==> config.mk <==
export PLATFORM = sky130hd
export DESIGN_NAME = fifo8x9_ctrl
export DESIGN_NICKNAME = d
export VERILOG_FILES = /design/src/rtl/fifo8x9_pkg.sv /design/src/rtl/fifo8x9_occ_cnt.sv /design/src/rtl/fifo8x9_ctrl.sv
export SDC_FILE = /design/constraint.sdc
export NUM_CORES = 1
export LEC_CHECK = 0
export ABC_AREA = 0
export ABC_CLOCK_PERIOD_IN_PS = 6150
export BUFFER_PORTS_ARGS = -buffer_cell sky130_fd_sc_hd__buf_2
export CAP_MARGIN = 20
export CELL_PAD_IN_SITES_DETAIL_PLACEMENT = 0
export CELL_PAD_IN_SITES_GLOBAL_PLACEMENT = 2
export CORE_UTILIZATION = 29
export CTS_BUF_LIST = sky130_fd_sc_hd__clkbuf_8
export DETAILED_ROUTE_END_ITERATION = 6
export PLACE_DENSITY_LB_ADDON = 0.25
export SETUP_SLACK_MARGIN = 0.4
export SLEW_MARGIN = 20
export SYNTH_ARGS = -nofsm -noshare
export SYNTH_HDL_FRONTEND = slang
export SYNTH_SLANG_ARGS = --single-unit
export TNS_END_PERCENT = 5
==> constraint.sdc <==
create_clock -name clk -period 6.15 [get_ports clk]
set_clock_uncertainty 0.15 [all_clocks]
set_input_delay 0.615 -clock clk [delete_from_list [all_inputs] [get_ports clk]]
set_output_delay 0.615 -clock clk [all_outputs]
set_load 0.02 [all_outputs]
==> src/rtl/fifo8x9_pkg.sv <==
`default_nettype none
// ============================================================================
//  Module      : fifo8x9_pkg
//  Description : Shared sizing constants and controller state encoding for
//                the 8x9 FIFO control slice.
//  Revision    : 1.0 - initial release
// ============================================================================
package fifo8x9_pkg;

  localparam int FIFO_DEPTH  = 8;
  localparam int FIFO_DATA_W = 9;
  localparam int FIFO_CNT_W  = 4;

  typedef enum logic [1:0] {
    ST_INIT  = 2'd0,
    ST_RUN   = 2'd1,
    ST_FLUSH = 2'd2
  } fifo_ctrl_state_e;

endpackage
`default_nettype wire

==> src/rtl/fifo8x9_occ_cnt.sv <==
`default_nettype none
// ============================================================================
//  Module      : fifo8x9_occ_cnt
//  Description : Up/down occupancy counter with synchronous clear, full/empty
//                decode and optional registered almost-full/almost-empty.
//                Almost flags are built only when FIFO8X9_ALMOST_FLAGS_EN is
//                defined; otherwise they are tied low.
//  Revision    : 1.0 - initial release
// ============================================================================
module fifo8x9_occ_cnt
  import fifo8x9_pkg::*;
#(
  parameter int DEPTH = FIFO_DEPTH,
  parameter int CNT_W = FIFO_CNT_W
) (
  input  logic             clk,
  input  logic             rst,
  input  logic             clr,
  input  logic             inc,
  input  logic             dec,
  output logic [CNT_W-1:0] count,
  output logic             full,
  output logic             empty,
  output logic             almost_full,
  output logic             almost_empty
);

  localparam logic [CNT_W-1:0] CNT_MAX = CNT_W'(DEPTH);

  logic [CNT_W-1:0] count_q;
  logic [CNT_W-1:0] count_d;

  // Next occupancy: clear dominates; saturate at both ends as a safety net.
  always_comb begin
    count_d = count_q;
    if (clr) begin
      count_d = '0;
    end else if (inc && !dec && (count_q != CNT_MAX)) begin
      count_d = count_q + 1'b1;
    end else if (dec && !inc && (count_q != '0)) begin
      count_d = count_q - 1'b1;
    end
  end

  // Occupancy register.
  always_ff @(posedge clk) begin
    if (rst) begin
      count_q <= '0;
    end else begin
      count_q <= count_d;
    end
  end

  assign count = count_q;
  assign full  = (count_q == CNT_MAX);
  assign empty = (count_q == '0);

`ifdef FIFO8X9_ALMOST_FLAGS_EN
  localparam logic [CNT_W-1:0] AF_LEVEL = CNT_W'(DEPTH - 1);
  localparam logic [CNT_W-1:0] AE_LEVEL = CNT_W'(1);

  logic af_q;
  logic ae_q;

  // Almost flags registered from the next count so they line up with count.
  always_ff @(posedge clk) begin
    if (rst) begin
      af_q <= 1'b0;
      ae_q <= 1'b1;
    end else begin
      af_q <= (count_d >= AF_LEVEL);
      ae_q <= (count_d <= AE_LEVEL);
    end
  end

  assign almost_full  = af_q;
  assign almost_empty = ae_q;
`else
  assign almost_full  = 1'b0;
  assign almost_empty = 1'b0;
`endif

endmodule
`default_nettype wire

==> src/rtl/fifo8x9_ctrl.sv <==
`default_nettype none
// ============================================================================
//  Module      : fifo8x9_ctrl
//  Description : Control side of the 8x9 FIFO storage block. Converts push/pop
//                valid-ready handshakes into storage strobes, sequences the
//                pointer clears (INIT / FLUSH) and keeps a shadow occupancy.
//                Optional feature macro: FIFO8X9_ALMOST_FLAGS_EN enables the
//                almost_full / almost_empty flags (tied low otherwise).
//  Revision    : 1.0 - initial release
// ============================================================================
module fifo8x9_ctrl
  import fifo8x9_pkg::*;
#(
  parameter int DEPTH = FIFO_DEPTH,
  parameter int CNT_W = FIFO_CNT_W
) (
  input  logic             clk,
  input  logic             rst,
  input  logic             push_valid,
  output logic             push_ready,
  input  logic             pop_ready,
  output logic             pop_valid,
  output logic             rdata_valid,
  input  logic             flush,
  output logic             wren,
  output logic             WrInc,
  output logic             rden,
  output logic             RdInc,
  output logic             WrPtrClr,
  output logic             RdPtrClr,
  output logic [CNT_W-1:0] count,
  output logic             full,
  output logic             empty,
  output logic             almost_full,
  output logic             almost_empty
);

  localparam logic [1:0] S_INIT  = ST_INIT;
  localparam logic [1:0] S_RUN   = ST_RUN;
  localparam logic [1:0] S_FLUSH = ST_FLUSH;

  logic [1:0] state;
  logic [1:0] state_next;
  logic       in_run;
  logic       push_acc;
  logic       pop_acc;
  logic       cnt_clr;

  // State register; reset always lands in INIT so the pointers get cleared.
  always_ff @(posedge clk) begin
    if (rst) begin
      state <= S_INIT;
    end else begin
      state <= state_next;
    end
  end

  // INIT and FLUSH are single-cycle clear states; only RUN reacts to flush.
  always_comb begin
    state_next = state;
    case (state)
      S_INIT:  state_next = S_RUN;
      S_RUN:   state_next = flush ? S_FLUSH : S_RUN;
      S_FLUSH: state_next = S_RUN;
      default: state_next = S_INIT;
    endcase
  end

  assign in_run     = (state == S_RUN);

  // A flush request blocks both handshakes in the same cycle.
  assign push_ready = in_run && !full  && !flush;
  assign pop_valid  = in_run && !empty && !flush;

  assign push_acc   = push_valid && push_ready;
  assign pop_acc    = pop_valid  && pop_ready;

  assign wren       = push_acc;
  assign WrInc      = push_acc;
  assign rden       = pop_acc;
  assign RdInc      = pop_acc;

  assign WrPtrClr   = (state == S_INIT) || (state == S_FLUSH);
  assign RdPtrClr   = (state == S_INIT) || (state == S_FLUSH);

  // Count is zeroed on the edge entering FLUSH and held at zero outside RUN.
  assign cnt_clr    = !in_run || flush;

  // Storage read data appears one cycle after the pop strobe.
  always_ff @(posedge clk) begin
    if (rst) begin
      rdata_valid <= 1'b0;
    end else begin
      rdata_valid <= pop_acc;
    end
  end

  fifo8x9_occ_cnt #(
    .DEPTH (DEPTH),
    .CNT_W (CNT_W)
  ) u_occ_cnt (
    .clk          (clk),
    .rst          (rst),
    .clr          (cnt_clr),
    .inc          (push_acc),
    .dec          (pop_acc),
    .count        (count),
    .full         (full),
    .empty        (empty),
    .almost_full  (almost_full),
    .almost_empty (almost_empty)
  );

endmodule
`default_nettype wire

==> flow_metrics.py, run 1 <==
metrics = {
    "yosys": {
        "synthFlopType": "dfxtp_1",
        "syn-instance-count": 60,
        "ys_ff_latch": 7,
        "synthArstFlopShare": 0,
        "synth_edf_count": 0,
        "ys_top_cells_by_area": "dfxtp_1 26%, buf_4 7.0%, a2111oi_4 5.1%",
        "yosysSeqAreaShare": 0.260,
        "syn_area_per_cell_um2": 8.99,
        "synth_most_common_cell": "dfxtp_1",
        "yosys-top-cells-count": "7 x dfxtp_1, 6 x nor2_1, 5 x buf_4, 5 x inv_1",
        "synth_largest_area_cell": "dfxtp_1",
        "synth_cell_type_count": 34,
        "synth_top_area_frac": 0.260,
        "synth_area_um2": 539,
        "yosysWarnings": 0,
    },
    "timing": {
        "setup_violations": 0,
        "maxSlewHeadroom": 0.551,
        "whs_ps": 347,
        "fin_ws_ps": 3240,
        "period_minus_slack_ps": 2910,
        "slew_viol_final": 0,
        "worstMarginPinSlew_ps": 667,
        "fin_crit_sh": 0.473,
        "rsz0062_at_grt": "no",
        "hold_viol": 0,
        "fmax_mhz": 344,
        "fin_tns_setup_ps": 0,
    },
    "place": {
        "gp_congestion": 0.624,
        "numPortBuffers": 19,
        "dp_hpwl_um": 920,
        "place_ws_ps": 3240,
        "dp.cells": 99,
    },
    "cells_and_area": {
        "fin_nets": 87,
        "antenna_cells": 0,
        "fillers": 195,
        "drive_gt1_frac": 0.346,
        "layout.cells.non_filler": 103,
        "syn_to_final_growth_pct": 24.8,
    },
    "pwr": {
        "power_leakage_nw": 0.319,
        "p_per_area_nw_per_um2": 195,
        "vdd_drop_max_v": 0.0000755,
        "power.total_mw": 0.132,
    },
    "die": {
        "rows": 15,
        "ioPinCount": 22,
        "dieWidth_um": 45.1,
        "initial_core_util": 0.312,
        "core_area_um2": 1730,
        "dieArea_um2": 2040,
        "die_h_um": 45.1,
    },
    "drt": {
        "drt-total-wl_um": 1180,
        "vias": 491,
        "via_per_inst": 4.77,
        "firstDrtPassIters": 3,
        "drt-initial-drc-count": 5,
        "ant_nets": 0,
        "wl_per_cell_um": 11.4,
        "drcViolationCount": 0,
    },
    "global_routing": {
        "antenna_found_initial": 0,
        "grt_use_total": 0.143,
        "grt_start_max_net_pins": 13,
        "overflow": 0,
        "grt_pass1_wl_um": 2040,
        "grt_pass1_vias": 454,
    },
    "setup_path": {
        "cp.required_ps": 6140,
        "crit_path_end_kind": "register",
        "start_kind": "register",
        "worst_ep_arrival_time_ps": 2900,
        "worstPathMaxFanout": 8,
        "path_class": "reg2reg",
    },
    "hold_path": {
        "hold_path.class": "reg2reg",
    },
    "clock_tree": {
        "postCtsResizedCells": 0,
        "clockRootBuffer": "clkbuf_8",
        "ctsHoldBuffers": 0,
        "cts_tree": "yes",
        "cts.clk_slew.worst_paths_ps": 40,
        "cts_buffers": 3,
        "h-tree-depth": 1,
        "cts_buffer_depth": 2,
        "cts_sinks": 7,
        "clkLatencyLatePin_ps": 220,
        "post_cts_buffers": 0,
    },
    "run_status": {
        "status": "complete, no violations",
    },
    "job": {
        "maxCapViolCount": 0,
    },
}
## path summary, 6_finish.rpt
| path | to | startpoint | slack [ps] | depth (start not counted) |
|---|---|---|---|---|
| min reg2reg | state[1]$_SDFF_PP0_ | state[1]$_SDFF_PP0_ | 350 | 1 |
| min | state[1]$_SDFF_PP0_ | state[1]$_SDFF_PP0_ | 350 | 1 |
| max reg2reg | u_occ_cnt.count[3]$_SDFFE_PP0P_ | u_occ_cnt.count[1]$_SDFFE_PP0P_ | 3240 | 7 |
| max | u_occ_cnt.count[3]$_SDFFE_PP0P_ | u_occ_cnt.count[1]$_SDFFE_PP0P_ | 3240 | 7 |
## stage by stage
stage | utilization | area [µm²]
floorplan | - | 543
global placement | 0.364 | 628
detailed placement | 0.364 | 628
CTS | 0.390 | 673
global route | 0.390 | 673
finish | 0.390 | 673
## state kept, by name, summed over array words and instances (netlist names)
signal	count
rdata_valid	1
u_occ_cnt.count	4
state	2
## routing by layer
metal	global-route usage	vias up	wire [µm]
met4	0.0909	0	17
met1	0.187	218	609
met2	0.209	15	508
met3	0.0360	2	44
met5	0	-	0
li1	-	256	-
## logic make-up after synthesis
logic type / after synthesis / share of synthesized area
AND/OR/NAND/NOR: 21 / 0.255
AO/OA/AOI/OAI: 15 / 0.248
buffers and inverters: 11 / 0.111
flip-flops: 7 / 0.260
adder cells (fa/ha/maj): 3 / 0.0835
other: 1 / 0.00695
XOR/XNOR: 1 / 0.0162
multiplexers: 1 / 0.0186
## cells in the final DEF (no fill, tap or decap), drive strengths merged
cell,synthesis,layout
nor4b,1,1
xnor2,1,1
and3,1,1
nand2,1,1
a2111oi,3,3
or4b,2,2
mux2i,1,1
nor3,1,1
nand3,1,1
o211ai,2,2
o41a,1,1
or3,2,2
nand4,1,1
ha,2,2
inv,5,6
o2111ai,1,1
clkbuf,1,3
a21oi,2,2
or4,1,1
dfxtp,7,7
nor4,2,2
a21o,2,2
fa,1,1
buf,5,19
nor3b,1,1
nor2,6,6
or3b,1,1
o311ai,1,1
conb,1,2
o21ai,2,2
o221ai,1,1
## cell type report
cell class                 count  area, µm²  share of cell area
inverter                       5       18.8              0.0279
sequential                     7        140               0.208
tap                           25       31.3              0.0465
clock inverter                 1       3.75             0.00558
multi-input combinational     43        343               0.509
timing repair buffer          19       95.1               0.141
clock buffer                   3       41.3              0.0613
## critical path, cell delays in order (launching register included)
cell	delay, ps
dfxtp_1	380
nor4_2	660
o2111ai_1	390
ha_1	390
a21o_1	200
a2111oi_0	430
mux2i_1	130
o211ai_1	100
## power by group
group	switching, mW	internal (mW)	leakage [nW]
clock	0.0191	0.0431	0.0269
sequential	0.00138	0.0467	0.0569
combinational	0.0142	0.00714	0.235
Power figures use the tool's default switching activity.
==> run 2, diff against run 1 <==
- ABC_CLOCK_PERIOD_IN_PS: 6150 -> 2800
- CORE_UTILIZATION: 29 -> 27
- clock period: 6.15 -> 2.8 ns (I/O delays scaled with it)
==> run 2 against run 1 <==
  * Wire length increased by 20%
  * Via count increased by 7.9%
  * Worst setup slack got worse by 2800 ps
  * Total power increased by 130%
  * Critical path depth unchanged
  * Worst hold slack got worse by 200 ps
  * Sequential share of layout area decreased by 1.2 points
  * First-iteration DRC count increased by 80%
  * Critical path type unchanged
  * Largest cell class unchanged
==> flow_metrics.py, run 2 (synthesis gave the netlist of run 1 again) <==
metrics = {
    "die": {
        "die_h_um": 46.7,
        "initial_core_util": 0.299,
        "core_area_um2": 1800,
        "rows": 15,
        "ioPinCount": 22,
        "dieWidth_um": 46.7,
        "dieArea_um2": 2180,
    },
    "clock_tree": {
        "h-tree-depth": 1,
        "cts_buffer_depth": 2,
        "clockRootBuffer": "clkbuf_8",
        "cts_tree": "yes",
        "cts.clk_slew.worst_paths_ps": 40,
        "clkLatencyLatePin_ps": 230,
        "cts_sinks": 7,
        "ctsHoldBuffers": 0,
        "cts_buffers": 3,
    },
    "cells_and_area": {
        "fin_area_um2": 753,
        "drive_gt1_frac": 0.488,
        "largest_reg_flops": 4,
        "syn_to_final_growth_pct": 39.7,
        "layout_commonest_cell": "buf_2",
        "final_cell_mix": "19 x buf_2, 6 x nor2_1, 5 x inv_1",
        "fillers": 189,
        "multi_input_area_um2": 399,
        "antenna_cells": 0,
        "area.sequential_um2": 148,
        "fin_nets": 89,
        "post-route-util": 0.418,
    },
    "timing": {
        "fmax_mhz": 433,
        "slew_viol_final": 0,
        "rsz0062_at_grt": "yes",
        "period_minus_slack_ps": 2310,
        "fin_tns_setup_ps": 0,
        "fin_crit_sh": 0.825,
        "hold_viol": 0,
        "setup_violations": 0,
    },
    "drt": {
        "top_layer_used": "met4",
        "route.met3.wl_um": 66,
        "drt-total-wl_um": 1410,
        "vias": 530,
        "drt-initial-drc-count": 9,
        "ant_nets": 0,
        "via_per_inst": 5.05,
        "firstDrtPassIters": 4,
        "wl_met1_um": 707,
        "drcViolationCount": 0,
        "wl_per_cell_um": 13.4,
        "wl_met2_um": 615,
    },
    "place": {
        "numPortBuffers": 19,
        "dp_hpwl_um": 991,
        "dpl_cell_area_um2": 662,
        "gp_congestion": 0.703,
    },
    "setup_path": {
        "reg2reg_slack_ps": 490,
        "worstPathMaxFanout": 7,
        "path_class": "reg2reg",
        "startpoint": "u_occ_cnt.count[2]$_SDFFE_PP0P_",
        "r2r_cells": 7,
        "crit_path_end_kind": "register",
        "crit-reg2reg-launch": "u_occ_cnt.count[2]$_SDFFE_PP0P_",
        "crit_path_end": "u_occ_cnt.count[3]$_SDFFE_PP0P_",
        "start_kind": "register",
        "rr_endpoint": "u_occ_cnt.count[3]$_SDFFE_PP0P_",
        "worst_ep_arrival_time_ps": 2300,
        "cp.required_ps": 2790,
    },
    "job": {
        "maxCapViolCount": 0,
    },
    "hold_path": {
        "hold_path.class": "in2reg",
    },
    "global_routing": {
        "antenna_found_initial": 0,
        "grt_pass1_wl_um": 2030,
        "grt_start_max_net_pins": 13,
        "grt_use_total": 0.138,
        "overflow": 0,
        "grt_pass1_vias": 452,
    },
    "pwr": {
        "p_per_area_nw_per_um2": 405,
        "vdd_drop_max_v": 0.000137,
        "power_leakage_nw": 0.339,
        "power.total_mw": 0.305,
    },
    "run_status": {
        "status": "complete, no violations",
    },
}
[run 2: area by class of cell]
type	count	share of cell area
sequential	7	0.196
timing repair buffer	21	0.146
inverter	5	0.0249
tap	25	0.0415
clock inverter	1	0.00664
multi-input combinational	43	0.530
clock buffer	3	0.0548
[run 2: what timing repair did]
action | CTS | global route
pin swaps | 2 | 1
gates resized for setup | 0 | 4
endpoints found under the setup margin | 3 | 1
buffers inserted | 2 | 0
[run 2: worst min-delay path by stage]
stage                   startpoint             endpoint  slack [ps]  cells after the start
6_report                       rst  state[0]$_SDFF_PP0_         140                      2
5_1_grt                        rst  state[0]$_SDFF_PP0_         160                      2
4_1_cts                        rst  state[0]$_SDFF_PP0_         130                      2
3_5_place_dp   state[1]$_SDFF_PP0_  state[1]$_SDFF_PP0_         350                      1
3_3_place_gp   state[1]$_SDFF_PP0_  state[1]$_SDFF_PP0_         350                      1
2_1_floorplan                  rst  state[0]$_SDFF_PP0_         200                      1
[run 2: stage by stage]
stage | setup slack [ps] | hold slack, ps | cells
floorplan | 333 | 202 | 61
global placement | 352 | 347 | 99
detailed placement | 345 | 353 | 99
CTS | 417 | 130 | 105
global route | 386 | 164 | 105
finish | 491 | 144 | 105
[run 2: report_power, final]
group	total, mW	internal (mW)	switching (mW)
Clock	0.146	0.0968	0.0490
Sequential	0.105	0.102	0.00353
Combinational	0.0539	0.0188	0.0350
Total	0.305	0.217	0.0876
[run 2: metal layers]
| layer | GRT usage | up-vias |
|---|---|---|
| met2 | 0.197 | 16 |
| met3 | 0.0157 | 2 |
| met5 | 0 | - |
| met1 | 0.187 | 247 |
| li1 | - | 265 |
| met4 | 0.103 | 0 |
[run 2: critical path, stage by stage (launching register included)]
cell and delay, ps:
dfxtp_2 360, or4b_4 570, o2111ai_4 170, ha_4 250, a21o_1 190, a2111oi_2 320, mux2i_1 110, o211ai_1 90
==> run 3, diff against run 2 <==
- ABC_CLOCK_PERIOD_IN_PS: 2800 -> 2200
- clock period: 2.8 -> 2.2 ns (I/O delays scaled with it)
==> run 3 against run 2 <==
  * The flow now finishes with violations (negative setup slack)
  * First-iteration DRC count increased by 33%
  * Largest power group unchanged
  * Highest routed layer unchanged
  * Global-route usage grew 3.1 points
  * Critical path depth unchanged
  * Cell area up 14%
  * Largest cell class unchanged
==> flow_metrics.py, run 3 (synthesis gave the netlist of run 1 again) <==
metrics = {
    "die": {
        "dieWidth_um": 46.7,
        "die_h_um": 46.7,
        "core_area_um2": 1800,
        "ioPinCount": 22,
        "initial_core_util": 0.299,
        "rows": 15,
        "dieArea_um2": 2180,
    },
    "timing": {
        "slew_viol_final": 0,
        "fin_crit_sh": 1.03,
        "hold_viol": 0,
        "rsz0062_at_grt": "yes",
        "setup_violations": 1,
        "fin_tns_setup_ps": -58.9,
        "period_minus_slack_ps": 2260,
        "fin_ws_ps": -58.9,
        "fmax_mhz": 443,
    },
    "cells_and_area": {
        "layout_commonest_cell": "buf_4",
        "layout.cells.non_filler": 116,
        "largest_reg_flops": 4,
        "final_cell_mix": "15 x buf_4, 14 x buf_2, 6 x inv_1",
        "fin_nets": 100,
        "drive_gt1_frac": 0.560,
        "post-route-util": 0.476,
        "syn_to_final_growth_pct": 58.9,
        "antenna_cells": 0,
    },
    "drt": {
        "via_per_inst": 4.97,
        "wl_per_cell_um": 12.3,
        "drt-total-wl_um": 1430,
        "firstDrtPassIters": 4,
        "drt-initial-drc-count": 12,
        "vias": 577,
        "drcViolationCount": 0,
        "ant_nets": 0,
    },
    "place": {
        "gp_congestion": 0.723,
        "dp.cells": 112,
        "dp_hpwl_um": 1150,
        "place_ws_ps": -70.1,
        "numPortBuffers": 19,
    },
    "pwr": {
        "switching_share": 0.271,
        "p_per_area_nw_per_um2": 456,
        "p_sw_mw": 0.106,
        "power.total_mw": 0.391,
        "p_comb_frac": 0.215,
        "power_frac_seq": 0.339,
        "vdd_drop_max_v": 0.000298,
        "p_clk_frac": 0.446,
        "power_leakage_nw": 0.398,
        "p_int_mw": 0.285,
    },
    "hold_path": {
        "hold_path.class": "in2reg",
        "min_to": "state[0]$_SDFF_PP0_",
        "min-delay-start": "rst",
        "hold_depth": 2,
    },
    "setup_path": {
        "startpoint": "u_occ_cnt.count[2]$_SDFFE_PP0P_",
        "r2r_cells": 7,
        "start_kind": "register",
        "path_class": "reg2reg",
        "crit-reg2reg-launch": "u_occ_cnt.count[2]$_SDFFE_PP0P_",
        "cp.required_ps": 2190,
        "rr_endpoint": "u_occ_cnt.count[3]$_SDFFE_PP0P_",
        "reg2reg_slack_ps": -60,
        "crit_path_end_kind": "register",
        "worstPathMaxFanout": 4,
        "worst_ep_arrival_time_ps": 2250,
    },
    "clock_tree": {
        "cts_buffer_depth": 2,
        "ctsHoldBuffers": 0,
        "post_cts_buffers": 0,
        "h-tree-depth": 1,
        "cts.clk_slew.worst_paths_ps": 40,
        "cts_buffers": 3,
        "cts_tree": "yes",
        "clockRootBuffer": "clkbuf_8",
        "clkLatencyLatePin_ps": 230,
        "cts_sinks": 7,
    },
    "global_routing": {
        "grt_start_max_net_pins": 10,
        "grt_pass1_wl_um": 2500,
        "grt_use_total": 0.169,
        "antenna_found_initial": 0,
        "overflow": 0,
        "grt_pass1_vias": 560,
    },
    "run_status": {
        "status": "finished, violations left",
        "violations": "negative setup slack",
    },
    "job": {
        "maxCapViolCount": 0,
    },
}
[run 3: timing repair]
action | CTS | global route
resized for setup | 11 | 4
endpoints found under the hold margin | 0 | 0
pin swaps | 2 | 2
endpoints found under the setup margin | 11 | 11
[run 3: how the worst max path moves through the flow]
| stage | depth (start not counted) | to |
|---|---|---|
| 3_5_place_dp | 7 | u_occ_cnt.count[3]$_SDFFE_PP0P_ |
| 2_1_floorplan | 6 | u_occ_cnt.count[1]$_SDFFE_PP0P_ |
| 3_3_place_gp | 7 | u_occ_cnt.count[3]$_SDFFE_PP0P_ |
| 6_report | 7 | u_occ_cnt.count[3]$_SDFFE_PP0P_ |
| 5_1_grt | 7 | u_occ_cnt.count[3]$_SDFFE_PP0P_ |
| 4_1_cts | 7 | u_occ_cnt.count[3]$_SDFFE_PP0P_ |
[run 3: power groups by stage]
stage	Combinational [mW]	Sequential [mW]	Clock (mW)
final	0.0842	0.132	0.174
after global routing	0.0939	0.133	0.187
after floorplan	0.0484	0.136	0
after global placement	0.0772	0.134	0
after CTS	0.0829	0.132	0.180
after detailed placement	0.0774	0.134	0
[run 3: final cells by class]
type                    count  area (µm²)
clock buffers               3        41.3
multi-input cells          43         397
fillers                   180         945
clock inverters             1        3.75
well taps                  25        31.3
flip-flops and latches      7         149
inverters                   5        18.8
repair buffers             32         216
[run 3: metrics by stage]
stage | area [µm²] | hold slack, ps
floorplan | 577 | 142
global placement | 759 | 328
detailed placement | 759 | 328
CTS | 843 | 79.5
global route | 857 | 112
finish | 857 | 87.0
[run 3: worst max-delay path, cell delays in order, from the launching register on]
cell       delay, ps
dfxtp_2          340
or4b_4           540
o2111ai_4        150
ha_1             270
a21o_1           200
a2111oi_2        300
mux2i_1          120
o211ai_1         100
[run 3: per-layer routing]
layer,up-vias,GRT usage,share of wire
li1,283,-,-
met1,271,0.198,0.46
met2,21,0.278,0.47
met3,2,0.0588,0.054
met4,0,0.0686,0.015
met5,-,0,0
